--- config.mk ---
export PLATFORM = sky130hd
export DESIGN_NAME = req_client_bank_flat
export DESIGN_NICKNAME = d
export VERILOG_FILES = /design/src/rtl/req_client_pkg.sv /design/src/rtl/req_client_bank_if.sv /design/src/rtl/req_fifo.sv /design/src/rtl/req_client_bank.sv /design/src/flat_wrapper.sv
export SDC_FILE = /design/constraint.sdc
export NUM_CORES = 1
export LEC_CHECK = 0
export BUFFER_PORTS_ARGS = -buffer_cell sky130_fd_sc_hd__buf_2
export CAP_MARGIN = 10
export CORE_MARGIN = 10
export CORE_UTILIZATION = 50
export CTS_CLUSTER_DIAMETER = 200
export CTS_CLUSTER_SIZE = 40
export DETAILED_ROUTE_END_ITERATION = 6
export PLACE_DENSITY_LB_ADDON = 0.12
export REMOVE_ABC_BUFFERS = 1
export SETUP_SLACK_MARGIN = 0.05
export SLEW_MARGIN = 0
export SYNTH_ARGS = -nofsm -noshare
export SYNTH_HDL_FRONTEND = slang
export SYNTH_HIERARCHICAL = 1
export SYNTH_SLANG_ARGS = --single-unit
--- constraint.sdc ---
create_clock -name clk -period 3.1 [get_ports clk]
set_input_delay 0.31 -clock clk [delete_from_list [all_inputs] [get_ports clk]]
set_output_delay 0.31 -clock clk [all_outputs]
set_load 0.05 [all_outputs]
--- src/rtl/req_client_pkg.sv ---
// Shared types and helpers for the requester-side client bank.
// Holds the default sizing and the one-hot to index helper.
package req_client_pkg;

    localparam int NUM_PORTS_DEF = 4;
    localparam int DATA_W_DEF    = 8;
    localparam int DEPTH_DEF     = 4;

    typedef logic [$clog2(NUM_PORTS_DEF)-1:0] port_idx_t;

    // Callers pass a zero-extended vector; only legal one-hot
    // grants reach the output path, so ORing indices is enough.
    function automatic int unsigned onehot_to_idx(input logic [31:0] oh);
        int unsigned idx;
        idx = 0;
        for (int i = 0; i < 32; i++) begin
            if (oh[i]) idx = idx | i;
        end
        return idx;
    endfunction

endpackage

--- src/rtl/req_client_bank_if.sv ---
// Producer/arbiter/downstream bundle for req_client_bank.
// slave: the bank side; master: producers, arbiter and sink.
interface req_client_bank_if #(
    parameter int NUM_PORTS = 4,
    parameter int DATA_W    = 8
);
    logic [NUM_PORTS-1:0]         push_i;
    logic [NUM_PORTS*DATA_W-1:0]  push_data_i;
    logic [NUM_PORTS-1:0]         full_o;
    logic [NUM_PORTS-1:0]         req_o;
    logic [NUM_PORTS-1:0]         gnt_i;
    logic                         out_valid_o;
    logic [$clog2(NUM_PORTS)-1:0] out_port_o;
    logic [DATA_W-1:0]            out_data_o;
    logic                         gnt_err_o;

    modport slave (
        input  push_i, push_data_i, gnt_i,
        output full_o, req_o, out_valid_o,
        output out_port_o, out_data_o, gnt_err_o
    );

    modport master (
        output push_i, push_data_i, gnt_i,
        input  full_o, req_o, out_valid_o,
        input  out_port_o, out_data_o, gnt_err_o
    );
endinterface

--- src/rtl/req_fifo.sv ---
// Single-port queue: push/pop, head data, count, full/empty.
// Ports: clk, reset_n, i_push, i_pop, i_data, o_head, o_cnt, o_full, o_empty.
module req_fifo #(
    parameter int DATA_W = 8,
    parameter int DEPTH  = 4
) (
    input  logic                         clk,
    input  logic                         reset_n,
    input  logic                         i_push,
    input  logic                         i_pop,
    input  logic [DATA_W-1:0]            i_data,
    output logic [DATA_W-1:0]            o_head,
    output logic [$clog2(DEPTH+1)-1:0]   o_cnt,
    output logic                         o_full,
    output logic                         o_empty
);
    localparam int PW = $clog2(DEPTH);
    localparam int CW = $clog2(DEPTH+1);

    logic [DATA_W-1:0] r_mem [DEPTH];
    logic [PW-1:0]     r_wptr;
    logic [PW-1:0]     r_rptr;
    logic [CW-1:0]     r_cnt;
    logic              w_wr;
    logic              w_rd;

    assign o_full  = (r_cnt == CW'(DEPTH));
    assign o_empty = (r_cnt == '0);
    assign o_cnt   = r_cnt;
    assign o_head  = r_mem[r_rptr];

    // A full queue still accepts a push when it pops in the same
    // cycle: the freed head slot is the one being written.
    assign w_rd = i_pop & ~o_empty;
    assign w_wr = i_push & (~o_full | w_rd);

    always_ff @(posedge clk) begin
        if (w_wr) r_mem[r_wptr] <= i_data;
    end

    always_ff @(posedge clk or negedge reset_n) begin
        if (!reset_n) begin
            r_wptr <= '0;
            r_rptr <= '0;
            r_cnt  <= '0;
        end else begin
            if (w_wr) r_wptr <= r_wptr + PW'(1);
            if (w_rd) r_rptr <= r_rptr + PW'(1);
            r_cnt <= r_cnt + CW'(w_wr) - CW'(w_rd);
        end
    end
endmodule

--- src/rtl/req_client_bank.sv ---
// Per-port request queues in front of a round robin arbiter.
// Ports: clk, reset_n, bus (slave): push/full/req/gnt/out/err.
module req_client_bank
    import req_client_pkg::*;
#(
    parameter int NUM_PORTS = NUM_PORTS_DEF,
    parameter int DATA_W    = DATA_W_DEF,
    parameter int DEPTH     = DEPTH_DEF
) (
    input  logic                clk,
    input  logic                reset_n,
    req_client_bank_if.slave    bus
);
    localparam int PW = $clog2(NUM_PORTS);
    localparam int CW = $clog2(DEPTH+1);

    logic [DATA_W-1:0]    w_head [NUM_PORTS];
    logic [CW-1:0]        w_cnt  [NUM_PORTS];
    logic [NUM_PORTS-1:0] w_full;
    logic [NUM_PORTS-1:0] w_empty;
    logic [NUM_PORTS-1:0] w_req;
    logic [NUM_PORTS-1:0] w_pop;
    logic                 w_any;
    logic                 w_multi;
    logic                 w_unreq;
    logic                 w_legal;
    logic [PW-1:0]        w_idx;

    logic                 r_valid;
    logic [PW-1:0]        r_port;
    logic [DATA_W-1:0]    r_data;
    logic                 r_err;

    for (genvar i = 0; i < NUM_PORTS; i++) begin : g_q
        req_fifo #(
            .DATA_W (DATA_W),
            .DEPTH  (DEPTH)
        ) u_fifo (
            .clk     (clk),
            .reset_n (reset_n),
            .i_push  (bus.push_i[i]),
            .i_pop   (w_pop[i]),
            .i_data  (bus.push_data_i[i*DATA_W +: DATA_W]),
            .o_head  (w_head[i]),
            .o_cnt   (w_cnt[i]),
            .o_full  (w_full[i]),
            .o_empty (w_empty[i])
        );
        assign w_req[i] = (w_cnt[i] != '0);
    end

    // x & (x-1) clears the lowest set bit: nonzero means >1 bit.
    assign w_any   = |bus.gnt_i;
    assign w_multi = |(bus.gnt_i & (bus.gnt_i - NUM_PORTS'(1)));
    assign w_unreq = |(bus.gnt_i & ~w_req);
    assign w_legal = w_any & ~w_multi & ~w_unreq;

    assign w_pop = w_legal ? (bus.gnt_i & ~w_empty) : '0;
    assign w_idx = PW'(onehot_to_idx(32'(bus.gnt_i)));

    always_ff @(posedge clk or negedge reset_n) begin
        if (!reset_n) begin
            r_valid <= 1'b0;
            r_port  <= '0;
            r_data  <= '0;
            r_err   <= 1'b0;
        end else begin
            r_valid <= w_legal;
            if (w_legal) begin
                r_port <= w_idx;
                r_data <= w_head[w_idx];
            end
            if (w_any & ~w_legal) r_err <= 1'b1;
        end
    end

    assign bus.req_o       = w_req;
    assign bus.full_o      = w_full;
    assign bus.out_valid_o = r_valid;
    assign bus.out_port_o  = r_port;
    assign bus.out_data_o  = r_data;
    assign bus.gnt_err_o   = r_err;
endmodule

--- src/flat_wrapper.sv ---
// flat-port wrapper written by rule: the top's interface ports become plain ports
module req_client_bank_flat import req_client_pkg::*;
#(
    parameter int NUM_PORTS = NUM_PORTS_DEF,
    parameter int DATA_W    = DATA_W_DEF,
    parameter int DEPTH     = DEPTH_DEF
)
  (clk, reset_n, bus_push_i, bus_push_data_i, bus_gnt_i, bus_full_o, bus_req_o, bus_out_valid_o, bus_out_port_o, bus_out_data_o, bus_gnt_err_o);
  req_client_bank_if #(.NUM_PORTS(NUM_PORTS), .DATA_W(DATA_W)) bus_i ();
  input  logic clk;
  input  logic reset_n;
  input wire logic [$bits(bus_i.push_i)-1:0] bus_push_i;
  input wire logic [$bits(bus_i.push_data_i)-1:0] bus_push_data_i;
  input wire logic [$bits(bus_i.gnt_i)-1:0] bus_gnt_i;
  output wire logic [$bits(bus_i.full_o)-1:0] bus_full_o;
  output wire logic [$bits(bus_i.req_o)-1:0] bus_req_o;
  output wire logic [$bits(bus_i.out_valid_o)-1:0] bus_out_valid_o;
  output wire logic [$bits(bus_i.out_port_o)-1:0] bus_out_port_o;
  output wire logic [$bits(bus_i.out_data_o)-1:0] bus_out_data_o;
  output wire logic [$bits(bus_i.gnt_err_o)-1:0] bus_gnt_err_o;
  assign bus_i.push_i = bus_push_i;
  assign bus_i.push_data_i = bus_push_data_i;
  assign bus_i.gnt_i = bus_gnt_i;
  assign bus_full_o = bus_i.full_o;
  assign bus_req_o = bus_i.req_o;
  assign bus_out_valid_o = bus_i.out_valid_o;
  assign bus_out_port_o = bus_i.out_port_o;
  assign bus_out_data_o = bus_i.out_data_o;
  assign bus_gnt_err_o = bus_i.gnt_err_o;
  req_client_bank #(.NUM_PORTS(NUM_PORTS), .DATA_W(DATA_W), .DEPTH(DEPTH)) u_core (.clk(clk), .reset_n(reset_n), .bus(bus_i));
endmodule
Word-level counts from Yosys, hierarchy flattened. Memories as Yosys holds them, arrays and structs flattened. Index checks and enable logic that the tools add are counted.

Muxes and demuxes: 15. Reductions and logical operators: 11. Magnitude comparators: 1. Bitwise gates (word level): 32. Eq/ne operators: 4. Add/subtract/negate cells: 17.

Operator list (number): 2-bit by 1-bit adder with 2-bit output (second input constant) (8); 8-bit binary-select mux with 2-bit select (1); 8-bit 2-to-1 mux (2); 3-bit by 1-bit adder with 3-bit output (4); 4-bit AND (3); 3-bit equality test (second input constant) (4); 3-bit logical NOT (4); 3-bit nonzero test (4); 4-bit OR reduction (3); 3-bit by 1-bit subtractor with 3-bit output (4); 1-bit AND (11); 1-bit inverter (11); 1-bit 2-to-1 mux (9); 4-bit inverter (2); 2-bit 2-to-1 mux (2); 4-bit 2-to-1 mux (1); 1-bit bitwise OR (4); 4-bit by 1-bit subtractor with 4-bit output (second input constant) (1); 3-bit >= comparator (second input constant) (1); 2-bit inverter with 3-bit output (1).

Word-level logic and storage cells: 100. Flip-flop bits (word level): 40. Output and inout bits: 20. Bits in writable memories: 128. Memories kept: 4. Input bits: 42.

Memories: u_core.g_q[0].u_fifo.r_mem (depth 4, bits a word 8, rd ports 1, clocked after memory_dff 0, write ports 1, RTL line req_fifo.sv:20) `logic [DATA_W-1:0] r_mem [DEPTH];`; u_core.g_q[1].u_fifo.r_mem (depth 4, bits a word 8, rd ports 1, clocked after memory_dff 0, write ports 1, RTL line req_fifo.sv:20); u_core.g_q[2].u_fifo.r_mem (depth 4, bits a word 8, rd ports 1, clocked after memory_dff 0, write ports 1, RTL line req_fifo.sv:20); u_core.g_q[3].u_fifo.r_mem (depth 4, bits a word 8, rd ports 1, clocked after memory_dff 0, write ports 1, RTL line req_fifo.sv:20).

Longest topological paths before layout.
Word-level depth: 12. Mapped depth: 12. Mapped depth without buffers: 11.

Cells and area by module. The synthesis kept the hierarchy.

By module, submodules not included: req_fifo (area each 1577.8 µm², seq. area each 1136.1 µm², times used 4, cells each 77); req_client_bank (area each 928.4 µm², seq. area each 300.3 µm², times used 1, cells each 92).

Worst setup path after synthesis. OpenSTA, ideal clock, no wires.

Path type: register to register. From: register u_core.g_q[3].u_fifo.r_cnt[1]. To: register u_core.g_q[2].u_fifo.r_cnt[2]. Data arrival time: 2587 ps. Buffers on the path: 0. Setup time: 123 ps. Cell stages (with the launch flop): 12. Data required time: 2977 ps. Setup slack: 391 ps. Cells stage by stage: dfrtp_1 -> or3_4 -> a21o_1 -> nand3_2 -> nor3_1 -> o31ai_2 -> or2_1 -> a21bo_1 -> ha_1 -> fa_1 -> xnor2_1 -> xnor2_1.

Word-level cells in the longest chain between the ends: 12.

Ends and longest elaborated chain: from (decl) (RTL line req_fifo.sv:23) `logic [CW-1:0] r_cnt;`; from (signal assigned) (RTL line req_fifo.sv:49) `r_cnt <= r_cnt + CW'(w_wr) - CW'(w_rd);`; 3-bit nonzero test (*) (RTL line req_client_bank.sv:49) `assign w_req[i] = (w_cnt[i] != '0);`; via bus_req_o[3] (RTL line flat_wrapper.sv:16) `output wire logic [$bits(bus_i.req_o)-1:0] bus_req_o;`; 4-bit inverter (*) (RTL line req_client_bank.sv:55) `assign w_unreq = |(bus.gnt_i & ~w_req);`; 4-bit AND (*) (RTL line req_client_bank.sv:55); 4-bit OR reduction (*) (RTL line req_client_bank.sv:55); 1-bit inverter (*) (RTL line req_client_bank.sv:56) `assign w_legal = w_any & ~w_multi & ~w_unreq;`; 1-bit AND (*) (RTL line req_client_bank.sv:56); 4-bit 2-to-1 mux (*) (RTL line req_client_bank.sv:58) `assign w_pop = w_legal ? (bus.gnt_i & ~w_empty) : '0;`; via u_core.w_pop[2] (RTL line req_client_bank.sv:22) `logic [NUM_PORTS-1:0] w_pop;`; 1-bit AND (*) (RTL line req_fifo.sv:34) `assign w_rd = i_pop & ~o_empty;`; 1-bit bitwise OR (RTL line req_fifo.sv:35) `assign w_wr = i_push & (~o_full | w_rd);`; 1-bit AND (RTL line req_fifo.sv:35); 3-bit by 1-bit adder with 3-bit output (RTL line req_fifo.sv:49); 3-bit by 1-bit subtractor with 3-bit output (*) (RTL line req_fifo.sv:49); to (signal assigned) (RTL line req_fifo.sv:49); to (decl) (RTL line req_fifo.sv:23).

The timed path passes the listed nets; every way through them passes the cells marked *. A chain may end at the register's enable or synchronous reset.

Final worst setup path.
From: register u_core.g_q[0].u_fifo.r_cnt[1]. To: register u_core.g_q[0].u_fifo.r_cnt[2].

Word-level cells in the longest chain between the ends: 12.

Ends and longest elaborated chain (RTL line): from (decl) (req_fifo.sv:23); from (signal assigned) (req_fifo.sv:49); 3-bit nonzero test (req_client_bank.sv:49); 4-bit inverter (req_client_bank.sv:55); 4-bit AND (req_client_bank.sv:55); 4-bit OR reduction (req_client_bank.sv:55); 1-bit inverter (req_client_bank.sv:56); 1-bit AND (req_client_bank.sv:56); 4-bit 2-to-1 mux (*) (req_client_bank.sv:58); via u_core.w_pop[0] (req_client_bank.sv:22); 1-bit AND (*) (req_fifo.sv:34); 1-bit bitwise OR (req_fifo.sv:35); 1-bit AND (req_fifo.sv:35); 3-bit by 1-bit adder with 3-bit output (req_fifo.sv:49); 3-bit by 1-bit subtractor with 3-bit output (*) (req_fifo.sv:49).

Marked as above.

==> impl_metrics.ini <==
[outcome]
status = finished clean

[global_route]
grt_max_degree = 41
antenna_found_initial = 1
gr-total-overflow = 0
track_usage_pct = 14.79
first_global_vias = 3973
grt_pass1_wl_mm = 22.35

[place]
gp_congestion = 0.8282
dpl.hpwl_mm = 9.868
io_buffers = 61

[critical_path]
worstSetupStartpointType = register
critical_path.max_stage_delay_ns = 0.46
crit_required_ns = 3.44
crit_fanout = 5
cp_cell_sequence = nor3_1, a221oi_1, nand3_2, nor3b_1, o31ai_2, a21bo_1, ha_1, fa_1, xnor2_1, xnor2_1
crit_family = compound AO/OA/AOI/OAI gates
critPathBufInv = 0
worst_path_most_repeated_cell = xnor2_1
crit_slowest_cell = dfrtp_1
criticalPathCategory = register to register
crit_arrival_ns = 3.22
cp-end-kind = register

[die]
die_h_um = 140.3
rows = 43
die_w_um = 140.3
ios = 62
initial_core_util_pct = 51.55
die-area_um2 = 19690
coreArea_um2 = 14040

[clock_network]
cts_setup_buffers = 0
numCtsBuffers = 17
clkSinkCount = 168
clock_latency_ns = 0.43
cts_tree = built
cts_root_buf = clkbuf_16
cts_max_path_buffers = 2
htree_levels = 4
clk_pin_slew_ns = 0.06

[sta]
setup-violations-final = 0
worst_pin_slew_ns = 0.9597
setup-tns-final_ns = 0
finalCritPeriodShare_pct = 92.81
fin_hold_ws_ns = 0.02777
hold_violations = 0
slew_violations = 0
fin_crit_ns = 2.877
fmaxAchievable_mhz = 347.6
grt_setup_unrepaired = no
relSlewSlack_pct = 36.02
finClkSkew_ns = 0.008870

[hold_path]
hold_class = primary input to asynchronous set/reset pin

[power_and_ir_drop]
p_sw_uw = 2788
p_leak_uw = 0.003149
powerDensity_nw_per_um2 = 1022
sw_frac_of_total_pct = 32.35
combPwrFrac_pct = 30.2
intPower_uw = 5831
p_clk_share_pct = 27.7
pwr-share-seq_pct = 42.1
vdd_drop_max_uv = 560.5

[drt]
drt-total-wl_mm = 13.88
route.detailed.drc = 0
first_iter_violations = 260
vias = 3677
detail-route-antenna-nets = 0
post_drt_wl_per_cell_um = 20.84
via_per_inst = 5.521
first_pass_iters = 4

[final_layout]
nFillCells = 1040
final_core_util_pct = 60.04
nets = 538
syn2layout_area_growth_pct = 16.45
final_layout_size_suffix_gt1_share_pct = 34.85

[job]
cap_violations = 0

[synthesis]
synth_edf_count = 128
synth-async-reset-ratio_pct = 23.81
ys.flop_type = edfxtp_1
syn-cell-area_um2 = 7239
ys_seq_area_share_pct = 66.92
syn_area_per_cell_um2 = 18.10
synth-seq-cells = 168
synth_cell_types = 37
synth_warnings = 6
synth_cells = 400
-- sequential cells by signal (all words and copies together) (netlist names) --
| register | flops |
|---|---|
| u_core/g_q.u_fifo/r_mem | 128 |
| u_core/g_q.u_fifo/o_cnt | 12 |
| u_core/bus.out_data_o | 8 |
| u_core/g_q.u_fifo/r_rptr | 8 |
| u_core/g_q.u_fifo/r_wptr | 8 |
| u_core/bus.out_port_o | 2 |
| u_core/bus.gnt_err_o | 1 |
| u_core/bus.out_valid_o | 1 |
-- synthesized netlist by cell type (all sizes together), types with 7 or more instances --
cell type,count,share of area [%]
nor2,9,0.47
dfrtp,40,14
xnor2,16,1.9
buf,12,1.1
a22oi,17,1.8
mux4,32,10
nor3b,7,1.3
nor3,10,0.69
mux2,20,3.7
inv,25,1.3
edfxtp,128,53
and2,16,1.4
o21ai,10,0.74
ha,20,3.5
-- cell type report --
cell class,instances,area (um2),area share (%)
flip-flops and latches,168,4845,57.47
multi-input cells,193,2222,26.36
clock buffers,22,506.7,6.011
repair buffers,67,350.3,4.156
well taps,180,225.2,2.671
clock inverters,10,185.2,2.197
inverters,25,93.84,1.113
diodes,1,2.502,0.02968
-- worst paths after layout --
kind                                                     from                               end  slack (ns)  cells after the start
worst max-delay path            u_core/g_q[0].u_fifo/o_cnt[1]     u_core/g_q[0].u_fifo/o_cnt[2]        0.22                     10
worst min-delay path                                  reset_n    u_core/g_q[2].u_fifo/r_wptr[1]        0.03                      1
worst max register to register  u_core/g_q[0].u_fifo/o_cnt[1]     u_core/g_q[0].u_fifo/o_cnt[2]        0.22                     10
worst min register to register       u_core/bus.out_data_o[2]          u_core/bus.out_data_o[2]        0.50                      1
max in group asynchronous                             reset_n          u_core/bus.out_data_o[2]        2.46                      1
min in group clk                           bus_push_data_i[0]  u_core/g_q[0].u_fifo/r_mem[3][0]        0.10                      1
-- power by group through the flow --
stage | registers [uW] | clock network, uW | logic (uW)
final | 3630 | 2390 | 2600
after global routing | 3740 | 2530 | 2800
after detailed placement | 3690 | 0 | 2600
after CTS | 3650 | 2430 | 2620
after floorplan | 3750 | 0 | 1710
after global placement | 3660 | 0 | 2560
-- cell families (layout without fill, tap and decap cells) --
kind of cell	after synthesis	count (layout)	synth area share, %
DFF	168	168	66.92
muxes	52	52	13.64
and+or+nand+nor	50	50	4.770
AOI/OAI and AO/OA	47	47	5.237
buffers and inverters	39	124	2.454
adders and majority gates	24	24	4.563
xor gates and xnor gates	20	20	2.420
other	0	1	0
-- routing by layer --
metal  part of all wire [%]  GRT usage [%]  vias to the layer above
li1                       -              -                     1681
met1                     46          19.65                     1878
met2                     47          22.12                       96
met3                    5.0          3.955                       22
met4                    2.3          6.902                        0
met5                      0              0                        -
-- cells in the final DEF, fill, tap and decap left out, types with 2 or more instances in the layout --
master / n
edfxtp_1: 128
buf_2: 61
dfrtp_1: 40
mux4_2: 32
inv_1: 24
ha_1: 20
clkbuf_16: 19
a22oi_1: 17
xnor2_1: 16
and2_1: 16
mux2_4: 11
nor3_1: 10
nor2_1: 9
mux2_2: 9
o21ai_0: 9
buf_4: 6
bufinv_16: 5
clkinvlp_4: 4
nor3b_4: 4
o31ai_2: 4
a21boi_2: 4
or2_1: 4
a21bo_1: 4
xor2_1: 4
fa_1: 4
clkbuf_8: 2
or3_4: 2
a21oi_1: 2
nor3b_1: 2
a2bb2oi_1: 2
-- through the flow --
step / instances / worst slack, ns / area [um2] / total power (uW)
2_1_floorplan: 386 / 0.3948 / 7156 / 5467
3_3_place_gp: 633 / 0.2507 / 7731 / 6216
3_5_place_dp: 633 / 0.2083 / 7731 / 6293
4_1_cts: 665 / 0.1716 / 8423 / 8708
5_1_grt: 665 / 0.05291 / 8428 / 9074
6_report: 666 / 0.2229 / 8431 / 8620
-- what timing repair did --
action,4_1_cts,5_1_grt
hold buffers,0,0
endpoints found under the hold margin,0,0
setup endpoints to repair,0,10
resized for setup,0,1
No activity file was read; power rests on OpenSTA's default activity.
